--- config.mk ---
export PLATFORM = sky130hd
export DESIGN_NAME = mc_main_control
export DESIGN_NICKNAME = d
export VERILOG_FILES = /design/src/rtl/mc_pkg.sv /design/src/rtl/mc_wait_timer.sv /design/src/rtl/mc_main_control.sv
export SDC_FILE = /design/constraint.sdc
export NUM_CORES = 1
export LEC_CHECK = 0
export BUFFER_PORTS_ARGS = -buffer_cell sky130_fd_sc_hd__buf_2
export CAP_MARGIN = 25
export CELL_PAD_IN_SITES_DETAIL_PLACEMENT = 1
export CELL_PAD_IN_SITES_GLOBAL_PLACEMENT = 2
export CORE_UTILIZATION = 28
export DETAILED_ROUTE_END_ITERATION = 10
export PLACE_DENSITY = 0.8
export SYNTH_ARGS = -nofsm -noshare
export SYNTH_HDL_FRONTEND = slang
export SYNTH_HIERARCHICAL = 1
export SYNTH_SLANG_ARGS = --single-unit
--- constraint.sdc ---
create_clock -name clk -period 2.25 [get_ports clk]
set_input_delay 0.225 -clock clk [delete_from_list [all_inputs] [get_ports clk]]
set_output_delay 0.225 -clock clk [all_outputs]
set_load 0.01 [all_outputs]
--- src/rtl/mc_pkg.sv ---
// Shared encodings for the multicycle main control FSM.
// Optional feature macro: MC_ADDI_EN (adds the addi execute/writeback states).
package mc_pkg;

  localparam int unsigned STATE_W  = 4;
  localparam int unsigned OPCODE_W = 6;
  localparam int unsigned ALUOP_W  = 2;
  localparam int unsigned SEL_W    = 2;

  // State encodings; value 15 is unused and recovers to FETCH
  typedef enum logic [STATE_W-1:0] {
    S_IDLE      = 4'd0,
    S_FETCH     = 4'd1,
    S_DECODE    = 4'd2,
    S_MEM_ADDR  = 4'd3,
    S_MEM_READ  = 4'd4,
    S_MEM_WB    = 4'd5,
    S_MEM_WRITE = 4'd6,
    S_EXECUTE   = 4'd7,
    S_R_WB      = 4'd8,
    S_BRANCH    = 4'd9,
    S_JUMP      = 4'd10,
    S_ADDI_EXEC = 4'd11,
    S_ADDI_WB   = 4'd12,
    S_ILLEGAL   = 4'd13,
    S_FAULT     = 4'd14
  } state_t;

  // Instruction opcodes (instruction[31:26])
  localparam logic [OPCODE_W-1:0] OP_RTYPE = 6'b000000;
  localparam logic [OPCODE_W-1:0] OP_LW    = 6'b100011;
  localparam logic [OPCODE_W-1:0] OP_SW    = 6'b101011;
  localparam logic [OPCODE_W-1:0] OP_BEQ   = 6'b000100;
  localparam logic [OPCODE_W-1:0] OP_J     = 6'b000010;
  localparam logic [OPCODE_W-1:0] OP_ADDI  = 6'b001000;

  // ALUOp codes, shared with alu_control
  localparam logic [ALUOP_W-1:0] ALUOP_ADD   = 2'b00;
  localparam logic [ALUOP_W-1:0] ALUOP_SUB   = 2'b01;
  localparam logic [ALUOP_W-1:0] ALUOP_FUNCT = 2'b10;

  // ALU operand B selects
  localparam logic [SEL_W-1:0] ASB_B        = 2'b00;
  localparam logic [SEL_W-1:0] ASB_FOUR     = 2'b01;
  localparam logic [SEL_W-1:0] ASB_IMM      = 2'b10;
  localparam logic [SEL_W-1:0] ASB_IMM_SHL2 = 2'b11;

  // PC source selects
  localparam logic [SEL_W-1:0] PCS_ALU    = 2'b00;
  localparam logic [SEL_W-1:0] PCS_ALUOUT = 2'b01;
  localparam logic [SEL_W-1:0] PCS_JUMP   = 2'b10;

  // Datapath control bundle driven by the FSM
  typedef struct packed {
    logic               pc_write;
    logic               pc_write_cond;
    logic               i_or_d;
    logic               mem_read;
    logic               mem_write;
    logic               ir_write;
    logic               mem_to_reg;
    logic               reg_dst;
    logic               reg_write;
    logic               alu_src_a;
    logic [SEL_W-1:0]   alu_src_b;
    logic [ALUOP_W-1:0] alu_op;
    logic [SEL_W-1:0]   pc_source;
    logic               illegal_op;
    logic               fault;
  } ctrl_t;

  // States that hold on a memory handshake
  function automatic logic is_wait_state(input state_t s);
    return (s == S_FETCH) || (s == S_MEM_READ) || (s == S_MEM_WRITE);
  endfunction

endpackage

--- src/rtl/mc_wait_timer.sv ---
// Memory-wait watchdog: counts consecutive stalled cycles in a handshake
// state and flags a timeout when the limit is reached without mem_ready.
module mc_wait_timer
  import mc_pkg::*;
#(
  parameter int unsigned MEM_WAIT_MAX = 15,
  parameter int unsigned WAIT_CNT_W   = 4
) (
  input  logic   clk,
  input  logic   reset,
  input  state_t state,
  input  logic   mem_ready,
  output logic   timeout_c
);

  localparam logic [WAIT_CNT_W-1:0] LIMIT   = WAIT_CNT_W'(MEM_WAIT_MAX);
  localparam logic [WAIT_CNT_W-1:0] CNT_SAT = '1;

  logic [WAIT_CNT_W-1:0] cnt_q;
  logic                  stalled_c;

  // Stalled means a handshake state is waiting and memory has not answered
  assign stalled_c = is_wait_state(state) && !mem_ready;

  // A limit of zero disables the watchdog; mem_ready on the limit cycle wins
  assign timeout_c = (MEM_WAIT_MAX != 0) && stalled_c && (cnt_q == LIMIT);

  // Count stalled cycles; any state change (handshake done or fault) clears
  always_ff @(posedge clk or posedge reset) begin
    if (reset) begin
      cnt_q <= '0;
    end else if (stalled_c && !timeout_c) begin
      if (cnt_q != CNT_SAT) begin
        cnt_q <= cnt_q + WAIT_CNT_W'(1);
      end
    end else begin
      cnt_q <= '0;
    end
  end

endmodule

--- src/rtl/mc_main_control.sv ---
// Multicycle main control FSM for the MIPS-subset datapath.
// Optional feature macro: MC_ADDI_EN (decodes addi into ADDI_EXEC/ADDI_WB;
// when undefined, opcode 001000 is treated as illegal).
module mc_main_control
  import mc_pkg::*;
#(
  parameter int unsigned MEM_WAIT_MAX = 15,
  parameter int unsigned WAIT_CNT_W   = 4
) (
  input  logic                clk,
  input  logic                reset,
  input  logic [OPCODE_W-1:0] opcode,
  input  logic                mem_ready,
  output logic                pc_write,
  output logic                pc_write_cond,
  output logic                i_or_d,
  output logic                mem_read,
  output logic                mem_write,
  output logic                ir_write,
  output logic                mem_to_reg,
  output logic                reg_dst,
  output logic                reg_write,
  output logic                alu_src_a,
  output logic [SEL_W-1:0]    alu_src_b,
  output logic [ALUOP_W-1:0]  alu_op,
  output logic [SEL_W-1:0]    pc_source,
  output logic                illegal_op,
  output logic                fault,
  output logic [STATE_W-1:0]  state
);

  state_t state_q;
  ctrl_t  ctrl_c;
  logic   timeout_c;

  mc_wait_timer #(
    .MEM_WAIT_MAX (MEM_WAIT_MAX),
    .WAIT_CNT_W   (WAIT_CNT_W)
  ) u_wait_timer (
    .clk       (clk),
    .reset     (reset),
    .state     (state_q),
    .mem_ready (mem_ready),
    .timeout_c (timeout_c)
  );

  // Instruction class dispatch from DECODE
  function automatic state_t decode_target(input logic [OPCODE_W-1:0] op);
    state_t nxt;
    case (op)
      OP_RTYPE:      nxt = S_EXECUTE;
      OP_LW, OP_SW:  nxt = S_MEM_ADDR;
      OP_BEQ:        nxt = S_BRANCH;
      OP_J:          nxt = S_JUMP;
`ifdef MC_ADDI_EN
      OP_ADDI:       nxt = S_ADDI_EXEC;
`else
      OP_ADDI:       nxt = S_ILLEGAL;
`endif
      default:       nxt = S_ILLEGAL;
    endcase
    return nxt;
  endfunction

  // State register and transitions; FAULT is left only through reset
  always_ff @(posedge clk or posedge reset) begin
    if (reset) begin
      state_q <= S_IDLE;
    end else begin
      case (state_q)
        S_IDLE:      state_q <= S_FETCH;
        S_FETCH: begin
          if (mem_ready)      state_q <= S_DECODE;
          else if (timeout_c) state_q <= S_FAULT;
        end
        S_DECODE:    state_q <= decode_target(opcode);
        S_MEM_ADDR:  state_q <= (opcode == OP_LW) ? S_MEM_READ : S_MEM_WRITE;
        S_MEM_READ: begin
          if (mem_ready)      state_q <= S_MEM_WB;
          else if (timeout_c) state_q <= S_FAULT;
        end
        S_MEM_WB:    state_q <= S_FETCH;
        S_MEM_WRITE: begin
          if (mem_ready)      state_q <= S_FETCH;
          else if (timeout_c) state_q <= S_FAULT;
        end
        S_EXECUTE:   state_q <= S_R_WB;
        S_R_WB:      state_q <= S_FETCH;
        S_BRANCH:    state_q <= S_FETCH;
        S_JUMP:      state_q <= S_FETCH;
`ifdef MC_ADDI_EN
        S_ADDI_EXEC: state_q <= S_ADDI_WB;
        S_ADDI_WB:   state_q <= S_FETCH;
`endif
        S_ILLEGAL:   state_q <= S_FETCH;
        S_FAULT:     state_q <= S_FAULT;
        default:     state_q <= S_FETCH;
      endcase
    end
  end

  // Moore decode of the state register; only FETCH's IR/PC loads follow mem_ready
  always_comb begin
    ctrl_c = '0;
    case (state_q)
      S_FETCH: begin
        ctrl_c.mem_read  = 1'b1;
        ctrl_c.alu_src_b = ASB_FOUR;
        ctrl_c.alu_op    = ALUOP_ADD;
        ctrl_c.pc_source = PCS_ALU;
        ctrl_c.ir_write  = mem_ready;
        ctrl_c.pc_write  = mem_ready;
      end
      S_DECODE: begin
        ctrl_c.alu_src_b = ASB_IMM_SHL2;
        ctrl_c.alu_op    = ALUOP_ADD;
      end
      S_MEM_ADDR: begin
        ctrl_c.alu_src_a = 1'b1;
        ctrl_c.alu_src_b = ASB_IMM;
        ctrl_c.alu_op    = ALUOP_ADD;
      end
      S_MEM_READ: begin
        ctrl_c.mem_read = 1'b1;
        ctrl_c.i_or_d   = 1'b1;
      end
      S_MEM_WB: begin
        ctrl_c.reg_write  = 1'b1;
        ctrl_c.mem_to_reg = 1'b1;
        ctrl_c.reg_dst    = 1'b0;
      end
      S_MEM_WRITE: begin
        ctrl_c.mem_write = 1'b1;
        ctrl_c.i_or_d    = 1'b1;
      end
      S_EXECUTE: begin
        ctrl_c.alu_src_a = 1'b1;
        ctrl_c.alu_src_b = ASB_B;
        ctrl_c.alu_op    = ALUOP_FUNCT;
      end
      S_R_WB: begin
        ctrl_c.reg_write = 1'b1;
        ctrl_c.reg_dst   = 1'b1;
      end
      S_BRANCH: begin
        ctrl_c.alu_src_a     = 1'b1;
        ctrl_c.alu_op        = ALUOP_SUB;
        ctrl_c.pc_write_cond = 1'b1;
        ctrl_c.pc_source     = PCS_ALUOUT;
      end
      S_JUMP: begin
        ctrl_c.pc_write  = 1'b1;
        ctrl_c.pc_source = PCS_JUMP;
      end
`ifdef MC_ADDI_EN
      S_ADDI_EXEC: begin
        ctrl_c.alu_src_a = 1'b1;
        ctrl_c.alu_src_b = ASB_IMM;
        ctrl_c.alu_op    = ALUOP_ADD;
      end
      S_ADDI_WB: begin
        ctrl_c.reg_write = 1'b1;
        ctrl_c.reg_dst   = 1'b0;
      end
`endif
      S_ILLEGAL: begin
        ctrl_c.illegal_op = 1'b1;
      end
      S_FAULT: begin
        ctrl_c.fault = 1'b1;
      end
      default: begin
        ctrl_c = '0;
      end
    endcase
  end

  // Port fan-out of the control bundle
  assign pc_write      = ctrl_c.pc_write;
  assign pc_write_cond = ctrl_c.pc_write_cond;
  assign i_or_d        = ctrl_c.i_or_d;
  assign mem_read      = ctrl_c.mem_read;
  assign mem_write     = ctrl_c.mem_write;
  assign ir_write      = ctrl_c.ir_write;
  assign mem_to_reg    = ctrl_c.mem_to_reg;
  assign reg_dst       = ctrl_c.reg_dst;
  assign reg_write     = ctrl_c.reg_write;
  assign alu_src_a     = ctrl_c.alu_src_a;
  assign alu_src_b     = ctrl_c.alu_src_b;
  assign alu_op        = ctrl_c.alu_op;
  assign pc_source     = ctrl_c.pc_source;
  assign illegal_op    = ctrl_c.illegal_op;
  assign fault         = ctrl_c.fault;
  assign state         = state_q;

endmodule
### Yosys cells after proc, flatten, opt, wreduce, memory -nomap -nowiden

Cells that the tools add are included.

* register bits after elaboration: 8
* bits of input ports: 9
* output and inout bits: 22
* word-level logic and storage cells: 57

* add/sub/neg operators: 1
* equality and inequality tests: 19
* multiplexer cells: 23
* reduce and logical (&&, ||, !) cells: 12

Operator list (count)
* $pmux W4 S7: 1
* $eq A4 B4 Y1 const B: 6
* $mux W4: 6
* $eq A4 B3 Y1 const B: 4
* $pmux W4 S4: 1
* $eq A6 B6 Y1 const B: 2
* $pmux W2 S2: 3
* $mux W1: 9
* $eq A4 B2 Y1 const B: 2
* $eq A6 B2 Y1 const B: 1
* $eq A6 B3 Y1 const B: 1
* $logic_not A6 Y1: 1
* $pmux W2 S3: 1
* $reduce_or A2 Y1: 3
* $add A4 B1 Y4 const B: 1
* $eq A4 B1 Y1 const B: 1
* $ne A4 B4 Y1 const B: 1
* $logic_and A1 B1 Y1: 3
* $reduce_or A3 Y1: 1
* $logic_not A1 Y1: 2
* $logic_or A1 B1 Y1: 2
* $mux W2: 1
* $ne A2 B2 Y1 const B: 1
* $pmux W1 S2: 1

### Longest topological paths before layout

Gate-level depths: netlist (run 1).

* depth after elaboration: 8
* depth in mapped cells: 7
* gate-level depth less buffers: 7

### Modules after synthesis

The synthesis (run 1) kept the hierarchy.

Modules (own cells, without submodules)
* mc_main_control: instances 1, cells each 76, area an instance 579.3 µm², sequential area each 100.1 µm²
* mc_wait_timer: instances 1, cells each 22, area an instance 216.5 µm², sequential area each 100.1 µm²

### Worst setup path after synthesis (run 1)

Ideal clock, no wire load.

* path kind: register -> register
* start: register state_q[0] (netlist: state[0])
* end: register state_q[2] (netlist: state[2])
* data arrival time: 1.373 ns
* data required time: 2.120 ns
* slack: 0.746 ns
* stages on the path, launching flop included: 8
* path buffers: 0
* clock period less this slack: 1.504 ns
* cell sequence: dfrtp_1 nor3b_2 o21ai_2 nor2_1 nor2b_1 nor2_1 a2bb2oi_1 a22oi_1

* longest elaborated chain between the ends: 8

RTL lines
* start: declaration: RTL line mc_main_control.sv:32 `state_t state_q;`
* start signal: assignment: RTL line mc_main_control.sv:76 `S_DECODE: state_q <= decode_target(opcode);`
* start signal: assignment: RTL line mc_main_control.sv:77 `S_MEM_ADDR: state_q <= (opcode == OP_LW) ? S_MEM_READ : S_MEM_WRITE;`
* $eq A4 B1 Y1 or $eq A4 B3 Y1 (tied branches): RTL line mc_pkg.sv:74 `return (s == S_FETCH) || (s == S_MEM_READ) || (s == S_MEM_WRITE);`
* $logic_or A1 B1 Y1: RTL line mc_pkg.sv:74
* $logic_or A1 B1 Y1 (*): RTL line mc_pkg.sv:74
* $logic_and A1 B1 Y1 (*): RTL line mc_wait_timer.sv:23 `assign stalled_c = is_wait_state(state) && !mem_ready;`
* $logic_and A1 B1 Y1 (*): RTL line mc_wait_timer.sv:26 `assign timeout_c = (MEM_WAIT_MAX != 0) && stalled_c && (cnt_q == LIMIT);`
* named net timeout_c: RTL line mc_main_control.sv:34 `logic timeout_c;`
* $mux W4 (*)
* $mux W4, on equally long branches
* $pmux W4 S7 (*): RTL line mc_main_control.sv:70 `case (state_q)`

Mark *: on every way through the listed nets, which the timed path passes. The rest lies on a longest branch.
A chain may end at the register's enable or synchronous reset.

### Worst setup path after layout (run 1)

* start: register state_q[2] (netlist: state[2])
* end: register state_q[3] (netlist: state[3])

The elaborated chain is that of the path after synthesis.

==> Implementation_results.wiki, run 1 <==
{| class="wikitable"
! Metric !! Value
|-
| First drt pass iteration count || 4
|-
| Critical-path top delay cell || dfrtp_1
|-
| Crit path from || state[2]
|-
| Number of cells on the critical path || 6
|-
| Time the worst path needs with I/O delays and setup || 1.80 ns
|-
| Violation count after the first detailed-route iteration || 9
|-
| Switching share of power || 48.5%
|-
| Placed Cells || 156
|-
| Static leakage || 0.000473 µW
|-
| Number of nets still failing antenna checks after routing || 0
|-
| Crit share post-route || 80.0%
|-
| Final net count || 142
|-
| Hpwl dp || 1730 µm
|-
| Kind of critical path || register to register
|-
| Hold Fails Final Rpt || 0
|-
| Unrepaired setup endpoints after global routing || false
|-
| Cell accounting for the most synthesized area || dfrtp_1
|-
| Capture point of the worst path || state[3]
|-
| Part of the Yosys area used for sequential elements || 25.2%
|-
| Port-buffer cells || 30
|-
| Share of async-settable or async-resettable flops after synthesis || 100%
|-
| Synthesized net count || 108
|-
| Post-synth top area share || 25.2%
|-
| Count of distinct cell types in the synthesized netlist || 40
|-
| MaxCap Viol Count || 0
|-
| Num rows || 18
|-
| Number of synthesized register bits || 8
|-
| Crit path max-delay family || simple AND/OR/NAND/NOR gates
|-
| Average cell area after synthesis || 8.12 µm²
|-
| WL per Instance || 13.8 µm
|-
| Clock-pin transition on the worst setup and hold timing paths || 0.05 ns
|-
| Critical path buffers and inverters || 0
|-
| Total net switching power || 569 µW
|-
| Endpoint required time on the critical path || 2.42 ns
|-
| Die boundary height || 55.3 µm
|-
| Maximum vdd drop || 0.469 mV
|-
| Overall overflow remaining after global route || 0
|-
| Endpoint arrival time on the critical path || 1.97 ns
|-
| Total of warnings raised by yosys || 6
|-
| Maximum clock path buffer count || 2
|-
| Effective utilization at floorplan || 30.7%
|-
| Worst reg2reg path endpoint || state[3]
|-
| Clk Tree Root Cell || clkbuf_4
|-
| I/O Pins || 31
|-
| Top fanout value on the critical path || 12
|-
| Clock network fraction of design power || 9.0%
|-
| Crit path top cell by count || nor2b_1
|-
| Endpoint kind of the worst setup timing path || register
|-
| Launch point of the worst reg-to-reg path || state[2]
|-
| Number of buffers inserted during clock tree synthesis || 3
|-
| Routed via count || 831
|-
| Routability congestion estimate || 0.719
|-
| Post-layout utilization of the core || 38.9%
|-
| Avg Vias per Cell || 5.19
|-
| Area contributors post-synth || dfrtp_1 (25%), nor2_1 (8.0%), nor2b_1 (3.9%), nand2_1 (3.8%), nand2b_4 (3.5%)
|-
| Total internal power || 605 µW
|-
| Wire length of the first global-routing pass || 3780 µm
|-
| Slew of the pin with the lowest slew margin || 0.403 ns
|-
| Max-slew violation count || 0
|-
| Final routed DRC violation total || 0
|-
| Post-synth top cells || nor2_1 (17), dfrtp_1 (8), nand2_1 (8)
|-
| Number of clock sinks seen by CTS || 8
|-
| Number of synthesized flops with an enable pin || 0
|-
| Most frequently used cell type in the post-synthesis netlist || nor2_1
|-
| All-Layer GR Usage || 15.3%
|-
| Depth of the worst register-to-register path || 6
|-
| Flop-to-flop setup slack || 0.45 ns
|-
| Achievable clock frequency || 555 MHz
|-
| Normalized max-slew margin || 73.1%
|-
| Min-delay worst type || input pin to register
|-
| Via count of the first global-routing pass || 846
|-
| Share of power burned in registers || 24.1%
|-
| Worst Skew || 0.00664 ns
|-
| Number of inserted diodes || 0
|-
| Sum of internal, switching and leakage power || 1170 µW
|-
| Setup TNS || 0 ns
|-
| Std-Cell Core Area || 2590 µm²
|-
| # H-tree levels || 1
|-
| Number of antenna violations at the first check in global routing || 0
|-
| Die Outline Area || 3060 µm²
|-
| Count of endpoints failing setup in the final report || 0
|-
| Cell area after technology mapping || 796 µm²
|-
| Ratio of cells with drive above 1 in the final layout || 36.2%
|-
| Dominant synthesized flop cell || dfrtp_1
|-
| Die Wd || 55.3 µm
|-
| Largest net degree at the start of global routing || 16
|-
| Non-filler cells, final || 160
|-
| Crit path cell chain || nor2b_1 > o21ai_2 > nor2_1 > nor2b_1 > o21ai_0 > a32oi_1
|-
| Total routed wirelength || 2210 µm
|-
| Fraction of power consumed by combinational cells || 66.8%
|-
| Post-Synthesis Cells || 98
|-
| Layout Area Growth over Synthesis || 26.6%
|-
| Areal power density over the cells || 1170 nW/µm²
|-
| TritonCTS clock tree || yes
|-
| Status || finished, final reports clean
|-
| Crit path launch type || register
|-
| Clock Latency Late Sink || 0.25 ns
|-
| Slowest stage delay, CP || 0.58 ns
|}
through the flow:
step                cell area [µm²]  hold slack [ns]  worst slack [ns]
floorplan                       796         -0.00892             0.746
detailed placement              975            0.124             0.541
global placement                975            0.116             0.624
finish                         1010            0.298             0.449
CTS                            1010            0.303             0.446
global route                   1010            0.309             0.303
sequential cells by signal (all words and copies together) (netlist names):
signal / count
state: 4
u_wait_timer/cnt_q: 4
worst reg2reg max path, stage by stage (launching register included):
cell	delay, ns
dfrtp_1	0.58
nor2b_1	0.22
o21ai_2	0.10
nor2_1	0.22
nor2b_1	0.24
o21ai_0	0.14
a32oi_1	0.22
layout by cell type (no fill, tap or decap), types with 2 or more instances in the layout:
cell type,instances
nor2_1,17
inv_1,3
nand2b_1,4
a22oi_1,2
clkbuf_4,3
nand2_1,8
o21ai_1,2
buf_4,4
nor2b_1,5
and2_1,2
nand2b_4,2
buf_2,30
and3_1,3
mux2i_1,2
nor3b_2,2
a21oi_1,3
nor3_1,2
nand3b_1,2
o21ai_0,5
dfrtp_1,8
cells by family (layout without fill, tap and decap cells):
family                     Yosys count  after routing  synth area share, %
AOI/OAI and AO/OA                   25             25                 25.2
xor gates and xnor gates             2              2                 2.20
adders and majority gates            1              1                 1.57
buffers and inverters                9             41                 6.29
DFF                                  8              8                 25.2
muxes                                3              3                 3.93
and+or+nand+nor                     50             50                 35.7
power by group through the flow:
stage	registers, µW	clock network (µW)	logic (µW)
global placement	280	0	784
CTS	285	109	794
floorplan	258	0	564
detailed placement	287	0	788
global route	296	118	867
finish	283	106	784
cell type report:
type                       count  area, µm²
clock buffer                   3       22.5
tap                           30       37.5
multi-input combinational     81        546
timing repair buffer          35        190
inverter                       3       11.3
sequential                     8        200
fill                         325       1580
worst min-delay path by stage:
stage / depth (start not counted) / slack, ns / start / end
5_1_grt: 3 / 0.31 / opcode[3] / state[1]
3_5_place_dp: 2 / 0.12 / reset / u_wait_timer/cnt_q[0]
2_1_floorplan: 1 / -0.009 / reset / state[0]
6_report: 3 / 0.30 / opcode[3] / state[1]
3_3_place_gp: 2 / 0.12 / reset / u_wait_timer/cnt_q[0]
4_1_cts: 3 / 0.30 / opcode[3] / state[1]
routing by layer:
layer  part of all wire, %  up-vias  GRT usage (%)
met5                     0        -              0
met4                   1.0        0           6.79
met3                   3.0        4          0.703
met2                    51       24           27.4
met1                    44      386           19.0
li1                      -      417              -
repair_timing:
item	CTS	global route
resized for setup	0	0
setup buffers	0	0
endpoints found under the hold margin	8	0
hold buffers	1	0
No activity file was read; power rests on OpenSTA's default activity.
==> run 2, diff against run 1 <==
--- a/config.mk
+++ b/config.mk
@@ -9,9 +9,9 @@
 export CAP_MARGIN = 25
 export CELL_PAD_IN_SITES_DETAIL_PLACEMENT = 1
 export CELL_PAD_IN_SITES_GLOBAL_PLACEMENT = 2
-export CORE_UTILIZATION = 28
+export CORE_UTILIZATION = 26
 export DETAILED_ROUTE_END_ITERATION = 10
-export PLACE_DENSITY = 0.8
+export PLACE_DENSITY = 0.75
 export SYNTH_ARGS = -nofsm -noshare
 export SYNTH_HDL_FRONTEND = slang
 export SYNTH_HIERARCHICAL = 1
==> constraint.sdc (replaced) <==
create_clock -name clk -period 1.8 [get_ports clk]
set_input_delay 0.18 -clock clk [delete_from_list [all_inputs] [get_ports clk]]
set_output_delay 0.18 -clock clk [all_outputs]
set_load 0.01 [all_outputs]
==> run 2 against run 1 <==
Net effect:
- the flow now finishes with violations (DRC)
- critical path depth down 2
- utilization down 2.2 points
- setup slack worse by 0.34 ns
- count of clock-buffer cells in the layout unchanged
- first-iteration DRC count up 110%
- worst hold slack worse by 0.046 ns
- highest routed layer unchanged
==> Implementation_results.wiki, run 2 (synthesis gave the netlist of run 1 again) <==
{| class="wikitable"
! Metric !! Value
|-
| # H-tree levels || 1 (unchanged)
|-
| Wire length of the first global-routing pass || 3920 µm (+3.6%)
|-
| WL per Instance || 13.7 µm (-0.37%)
|-
| Achievable clock frequency || 592 MHz
|-
| Launch point of the worst reg-to-reg path || state[1]
|-
| Clock network fraction of design power || 8.6% (-0.4 points)
|-
| Avg Vias per Cell || 5.16 (-0.66%)
|-
| Die boundary height || 57.3 µm (+3.6%)
|-
| Top fanout value on the critical path || 11 (-1)
|-
| Status || complete, but fails checks
|-
| Largest net degree at the start of global routing || 15 (-1)
|-
| Fraction of power consumed by combinational cells || 68.8% (+2.0 points)
|-
| Die Wd || 57.3 µm (+3.6%)
|-
| Worst hold path startpoint || opcode[3]
|-
| Total met3 wirelength after detailed routing || 67 µm (+1.5%)
|-
| Clock-pin transition on the worst setup and hold timing paths || 0.05 ns (about the same)
|-
| All-Layer GR Usage || 15.4% (+0.031 points)
|-
| Areal power density over the cells || 1470 nW/µm² (+26%)
|-
| Setup TNS || 0 ns (unchanged)
|-
| Switching share of power || 47.7% (-0.81 points)
|-
| Die Outline Area || 3290 µm² (+7.4%)
|-
| Post-layout utilization of the core || 36.7% (-2.2 points)
|-
| MaxCap Viol Count || 0 (unchanged)
|-
| First drt pass iteration count || 7 (+3)
|-
| Num rows || 19 (+1)
|-
| Layout Area Growth over Synthesis || 30.5%
|-
| Highest metal layer with signal wires || met4
|-
| Static leakage || 0.000484 µW (+2.2%)
|-
| Effective utilization at floorplan || 28.1% (-2.6 points)
|-
| Count of endpoints failing setup in the final report || 0 (unchanged)
|-
| Filler cell count || 360 (+11%)
|-
| Flop-to-flop setup slack || 0.18 ns (-0.27 ns)
|-
| Hold-critical path depth || 3 (unchanged)
|-
| Failing checks || DRC
|-
| Ratio of cells with drive above 1 in the final layout || 41.7% (+5.5 points)
|-
| Depth of the worst register-to-register path || 7 (+1)
|-
| Total net switching power || 727 µW (+28%)
|-
| Number of nets still failing antenna checks after routing || 0 (unchanged)
|-
| Final net count || 144 (+1.4%)
|-
| Clock Latency Late Sink || 0.24 ns (about the same)
|-
| Endpoint arrival time on the critical path || 1.51 ns (-0.46 ns)
|-
| Maximum clock path buffer count || 2 (unchanged)
|-
| Number of clock sinks seen by CTS || 8 (unchanged)
|-
| Normalized max-slew margin || 75.7% (+2.6 points)
|-
| Met2 wire length || 1110 µm (-2.3%)
|-
| Crit path launch type || register
|-
| Kind of critical path || register to primary output
|-
| Total internal power || 798 µW (+32%)
|-
| Worst Skew || 0.000205 ns (-0.00643 ns)
|-
| Min-delay worst type || input pin to register
|-
| Endpoint required time on the critical path || 1.62 ns (-0.80 ns)
|-
| I/O Pins || 31 (unchanged)
|-
| Clk Tree Root Cell || clkbuf_4
|-
| Time the worst path needs with I/O delays and setup || 1.69 ns
|-
| Setup Buffers After CTS || 0 (unchanged)
|-
| Worst reg2reg path endpoint || state[2]
|-
| Top library cells by usage in the layout, fill and taps aside || buf_2 (30), nor2_1 (16), nand2_1 (8)
|-
| Hold Fails Final Rpt || 0 (unchanged)
|-
| Share of power burned in registers || 22.7% (-1.4 points)
|-
| Overall overflow remaining after global route || 0 (unchanged)
|-
| Routed via count || 841 (+1.2%)
|-
| Leading cell type in the layout, fill and taps excluded || buf_2
|-
| Routed length on met1 || 1040 µm (+6.4%)
|-
| Slew of the pin with the lowest slew margin || 0.362 ns (-0.0411 ns)
|-
| Endpoint kind of the worst setup timing path || primary output
|-
| Crit share post-route || 93.9%
|-
| Min-Delay Endpoint || state[1]
|-
| Number of antenna violations at the first check in global routing || 0 (unchanged)
|-
| Number of inserted diodes || 0 (unchanged)
|-
| Max-slew violation count || 0 (unchanged)
|-
| Number of buffers inserted during clock tree synthesis || 3 (unchanged)
|-
| Routability congestion estimate || 0.730 (+1.5%)
|-
| Std-Cell Core Area || 2830 µm² (+9.2%)
|-
| Hpwl dp || 1760 µm (+2.2%)
|-
| Maximum vdd drop || 0.462 mV (-1.5%)
|-
| Violation count after the first detailed-route iteration || 19 (+10)
|-
| Final routed DRC violation total || 4 (+4)
|-
| Total routed wirelength || 2240 µm (+1.5%)
|-
| Unrepaired setup endpoints after global routing || false
|-
| Port-buffer cells || 30 (unchanged)
|-
| TritonCTS clock tree || yes
|-
| Via count of the first global-routing pass || 857 (+1.3%)
|}
-- run 2: timing repair --
item | in CTS | in global routing
hold buffers | 1 | 0
endpoints found under the setup margin | 0 | 6
resized for setup | 0 | 6
hold endpoints to repair | 8 | 0
-- run 2: critical path: stages, from the launching register on --
cell and delay, ns:
dfrtp_2 0.45, buf_4 0.20, nand2b_1 0.23, a211oi_2 0.24, buf_2 0.15
-- run 2: worst max-delay path by stage --
stage	end	cells past startpoint	slack (ns)	start
floorplan	state[2]	7	0.30	state[0]
global placement	state[2]	7	0.27	state[0]
detailed placement	state[2]	7	0.17	state[0]
CTS	mem_read	4	0.03	state[2]
global route	pc_write	4	0.01	state[1]
finish	mem_read	4	0.11	state[2]
-- run 2: cell type report --
type | count | area, µm² | share of cell area (%)
multi-input cells | 81 | 558 | 53.7
flip-flops and latches | 8 | 203 | 19.5
clock buffers | 3 | 22.5 | 2.17
inverters | 3 | 11.3 | 1.08
well taps | 31 | 38.8 | 3.73
repair buffers | 37 | 205 | 19.8
-- run 2: layer usage --
metal / GRT usage [%] / vias to the layer above
li1: - / 417
met1: 20.3 / 399
met2: 25.7 / 23
met3: 1.59 / 2
met4: 6.27 / 0
met5: 0 / -
-- run 2: stage by stage --
stage / hold slack [ns] / setup WS, ns / area (µm²) / total power [µW] / instances
2_1_floorplan: -0.0539 / 0.296 / 796 / 1030 / 98
3_3_place_gp: 0.0727 / 0.266 / 991 / 1360 / 159
3_5_place_dp: 0.0804 / 0.168 / 991 / 1370 / 159
4_1_cts: 0.247 / 0.0296 / 1020 / 1510 / 163
5_1_grt: 0.262 / 0.0106 / 1040 / 1670 / 163
6_report: 0.252 / 0.110 / 1040 / 1520 / 163
-- run 2: power groups by stage --
stage / Clock, µW / Sequential, µW / Combinational [µW]
2_1_floorplan: 0 / 322 / 706
3_5_place_dp: 0 / 344 / 1030
3_3_place_gp: 0 / 336 / 1020
4_1_cts: 137 / 341 / 1040
5_1_grt: 149 / 363 / 1160
6_report: 130 / 345 / 1050
==> run 3, diff against run 2 <==
--- a/config.mk
+++ b/config.mk
@@ -11,7 +11,7 @@
 export CELL_PAD_IN_SITES_GLOBAL_PLACEMENT = 2
 export CORE_UTILIZATION = 26
 export DETAILED_ROUTE_END_ITERATION = 10
-export PLACE_DENSITY = 0.75
+export PLACE_DENSITY = 0.79
 export SYNTH_ARGS = -nofsm -noshare
 export SYNTH_HDL_FRONTEND = slang
 export SYNTH_HIERARCHICAL = 1
==> run 3 against run 2 <==
Net effect:
- the flow still finishes with violations (DRC)
- worst hold slack worse by 0.012 ns
- largest power group unchanged
- sequential share of layout area increased by 0.24 points
- non-clock buffer count decreased by 2
- highest routed layer unchanged
==> Implementation_results.wiki, run 3 (synthesis gave the netlist of run 1 again) <==
{| class="wikitable"
! Metric !! Value
|-
| Routed via count || 847 (+0.71%)
|-
| Placed Cells || 157 (-1.3%)
|-
| Filler cell count || 358 (-0.56%)
|-
| Std-Cell Core Area || 2830 µm² (unchanged)
|-
| Min Hold Slack || 0.240 ns (-0.0119 ns)
|-
| Die Wd || 57.3 µm (unchanged)
|-
| Die Outline Area || 3290 µm² (unchanged)
|-
| Die boundary height || 57.3 µm (unchanged)
|-
| Crit path cell chain || buf_4 > nor2_2 > a21boi_0 > buf_2
|-
| WL per Instance || 13.5 µm (-1.4%)
|-
| Number of inserted diodes || 0 (unchanged)
|-
| Clock-pin transition on the worst setup and hold timing paths || 0.06 ns (about the same)
|-
| Routability congestion estimate || 0.739 (+1.3%)
|-
| Total met3 wirelength after detailed routing || 65 µm (-3.0%)
|-
| MaxCap Viol Count || 0 (unchanged)
|-
| Sum of internal, switching and leakage power || 1490 µW (-2.3%)
|-
| Hold Fails Final Rpt || 0 (unchanged)
|-
| Worst setup slack before clock tree synthesis || 0.179 ns (+0.0110 ns)
|-
| Crit share post-route || 93.4% (-0.47 points)
|-
| Critical-path top delay cell || dfrtp_1
|-
| Setup TNS || 0 ns (unchanged)
|-
| Top library cells by usage in the layout, fill and taps aside || buf_2 (30), nor2_1 (16), nand2_1 (8)
|-
| Wire length of the first global-routing pass || 3710 µm (-5.3%)
|-
| Total routed wirelength || 2180 µm (-2.6%)
|-
| Count of endpoints failing setup in the final report || 0 (unchanged)
|-
| Routed length on met1 || 1030 µm (-1.4%)
|-
| Final net count || 142 (-1.4%)
|-
| Maximum clock path buffer count || 2 (unchanged)
|-
| Endpoint arrival time on the critical path || 1.50 ns (about the same)
|-
| Num rows || 19 (unchanged)
|-
| Max-slew violation count || 0 (unchanged)
|-
| Top fanout value on the critical path || 14 (+3)
|-
| Hpwl dp || 1680 µm (-4.7%)
|-
| Static leakage || 0.000474 µW (-1.9%)
|-
| Number of nets still failing antenna checks after routing || 0 (unchanged)
|-
| Leading cell type in the layout, fill and taps excluded || buf_2
|-
| Kind of critical path || register to primary output
|-
| Overall overflow remaining after global route || 0 (unchanged)
|-
| Violation count after the first detailed-route iteration || 22 (+3)
|-
| Crit path launch type || register
|-
| Endpoint required time on the critical path || 1.62 ns (about the same)
|-
| Maximum vdd drop || 0.441 mV (-4.7%)
|-
| Normalized max-slew margin || 73.8% (-1.9 points)
|-
| Slew of the pin with the lowest slew margin || 0.390 ns (+0.0278 ns)
|-
| Clock Latency Late Sink || 0.25 ns (about the same)
|-
| All-Layer GR Usage || 14.1% (-1.2 points)
|-
| Failing checks || DRC
|-
| Critical path buffers and inverters || 2 (unchanged)
|-
| Area taken by multi-input logic gates || 556 µm² (-0.45%)
|-
| Unrepaired setup endpoints after global routing || false
|-
| Worst Skew || 0.00943 ns (+0.00922 ns)
|-
| # H-tree levels || 1 (unchanged)
|-
| Non-filler cells, final || 161 (-1.2%)
|-
| Combined flip-flop and latch cell area || 201 µm² (-0.62%)
|-
| Crit path max-delay family || flip-flops
|-
| Achievable clock frequency || 595 MHz (+0.50%)
|-
| Ratio of cells with drive above 1 in the final layout || 39.2% (-2.4 points)
|-
| TritonCTS clock tree || yes
|-
| Via count of the first global-routing pass || 843 (-1.6%)
|-
| Largest net degree at the start of global routing || 16 (+1)
|-
| Areal power density over the cells || 1460 nW/µm² (-0.51%)
|-
| Number of clock sinks seen by CTS || 8 (unchanged)
|-
| Endpoint kind of the worst setup timing path || primary output
|-
| Final routed DRC violation total || 2 (-2)
|-
| Status || complete, but fails checks
|-
| Slowest stage delay, CP || 0.47 ns (+0.02 ns)
|-
| I/O Pins || 31 (unchanged)
|-
| Port-buffer cells || 30 (unchanged)
|-
| Setup Buffers After CTS || 0 (unchanged)
|-
| Clk Tree Root Cell || clkbuf_4
|-
| Number of antenna violations at the first check in global routing || 0 (unchanged)
|-
| Highest metal layer with signal wires || met4
|-
| Effective utilization at floorplan || 28.1% (unchanged)
|-
| First drt pass iteration count || 7 (unchanged)
|-
| Time the worst path needs with I/O delays and setup || 1.68 ns (-0.00841 ns)
|-
| Smallest setup slack after layout || 0.118 ns (+0.00841 ns)
|-
| Min-delay worst type || input pin to register
|-
| Number of buffers inserted during clock tree synthesis || 3 (unchanged)
|-
| Avg Vias per Cell || 5.26 (+2.0%)
|-
| Met2 wire length || 1070 µm (-3.2%)
|-
| Layout Area Growth over Synthesis || 28.1%
|}
==> run 3: changes by cell type in the layout (fill, tap and decap cells not counted), sizes merged <==
cell  before  now
buf       36   34
==> run 3: timing repair <==
| action | CTS | global route |
|---|---|---|
| endpoints found under the hold margin | 8 | 0 |
| hold buffers | 1 | 0 |
| resized for setup | 0 | 4 |
| setup endpoints to repair | 0 | 4 |
==> run 3: worst reg2reg max path, cell delays in order, from the launching register on <==
cell and delay [ns]:
dfrtp_2 0.47, nor3b_2 0.22, o21ai_2 0.12, nor2_1 0.17, nor2b_1 0.21, nor2_1 0.06, a2bb2oi_1 0.13, a22oi_1 0.14
==> run 3: metal layers <==
metal	up-vias	GRT usage, %
met5	-	0
met3	2	0.680
met2	23	24.4
met1	408	18.5
met4	0	5.92
li1	414	-
==> run 3: final timing paths <==
kind                                        from  slack [ns]  depth (start not counted)                     to
max in group asynchronous                  reset        1.26                          3               state[1]
setup / recovery                        state[3]        0.12                          4           alu_src_b[0]
hold / removal                         opcode[3]        0.24                          3               state[1]
hold reg to reg            u_wait_timer/cnt_q[0]        0.51                          1  u_wait_timer/cnt_q[0]
setup reg to reg                        state[1]        0.19                          7               state[2]
min in group asynchronous                  reset        0.37                          3               state[3]
==> run 3: stage by stage <==
stage	area [µm²]	util [%]
floorplan	796	-
global placement	976	34.5
detailed placement	976	34.5
CTS	1010	35.6
global route	1020	36.0
finish	1020	36.0
==> run 3: area by class of cell <==
cell class	instances	area share (%)
clock buffers	3	2.21
inverters	3	1.10
multi-input cells	81	54.5
flip-flops and latches	8	19.8
well taps	31	3.80
repair buffers	35	18.7
==> run 3: power by group <==
part | internal, µW | switching, µW
combinational | 459 | 576
sequential | 236 | 84.8
clock | 76.0 | 57.3
total | 771 | 718
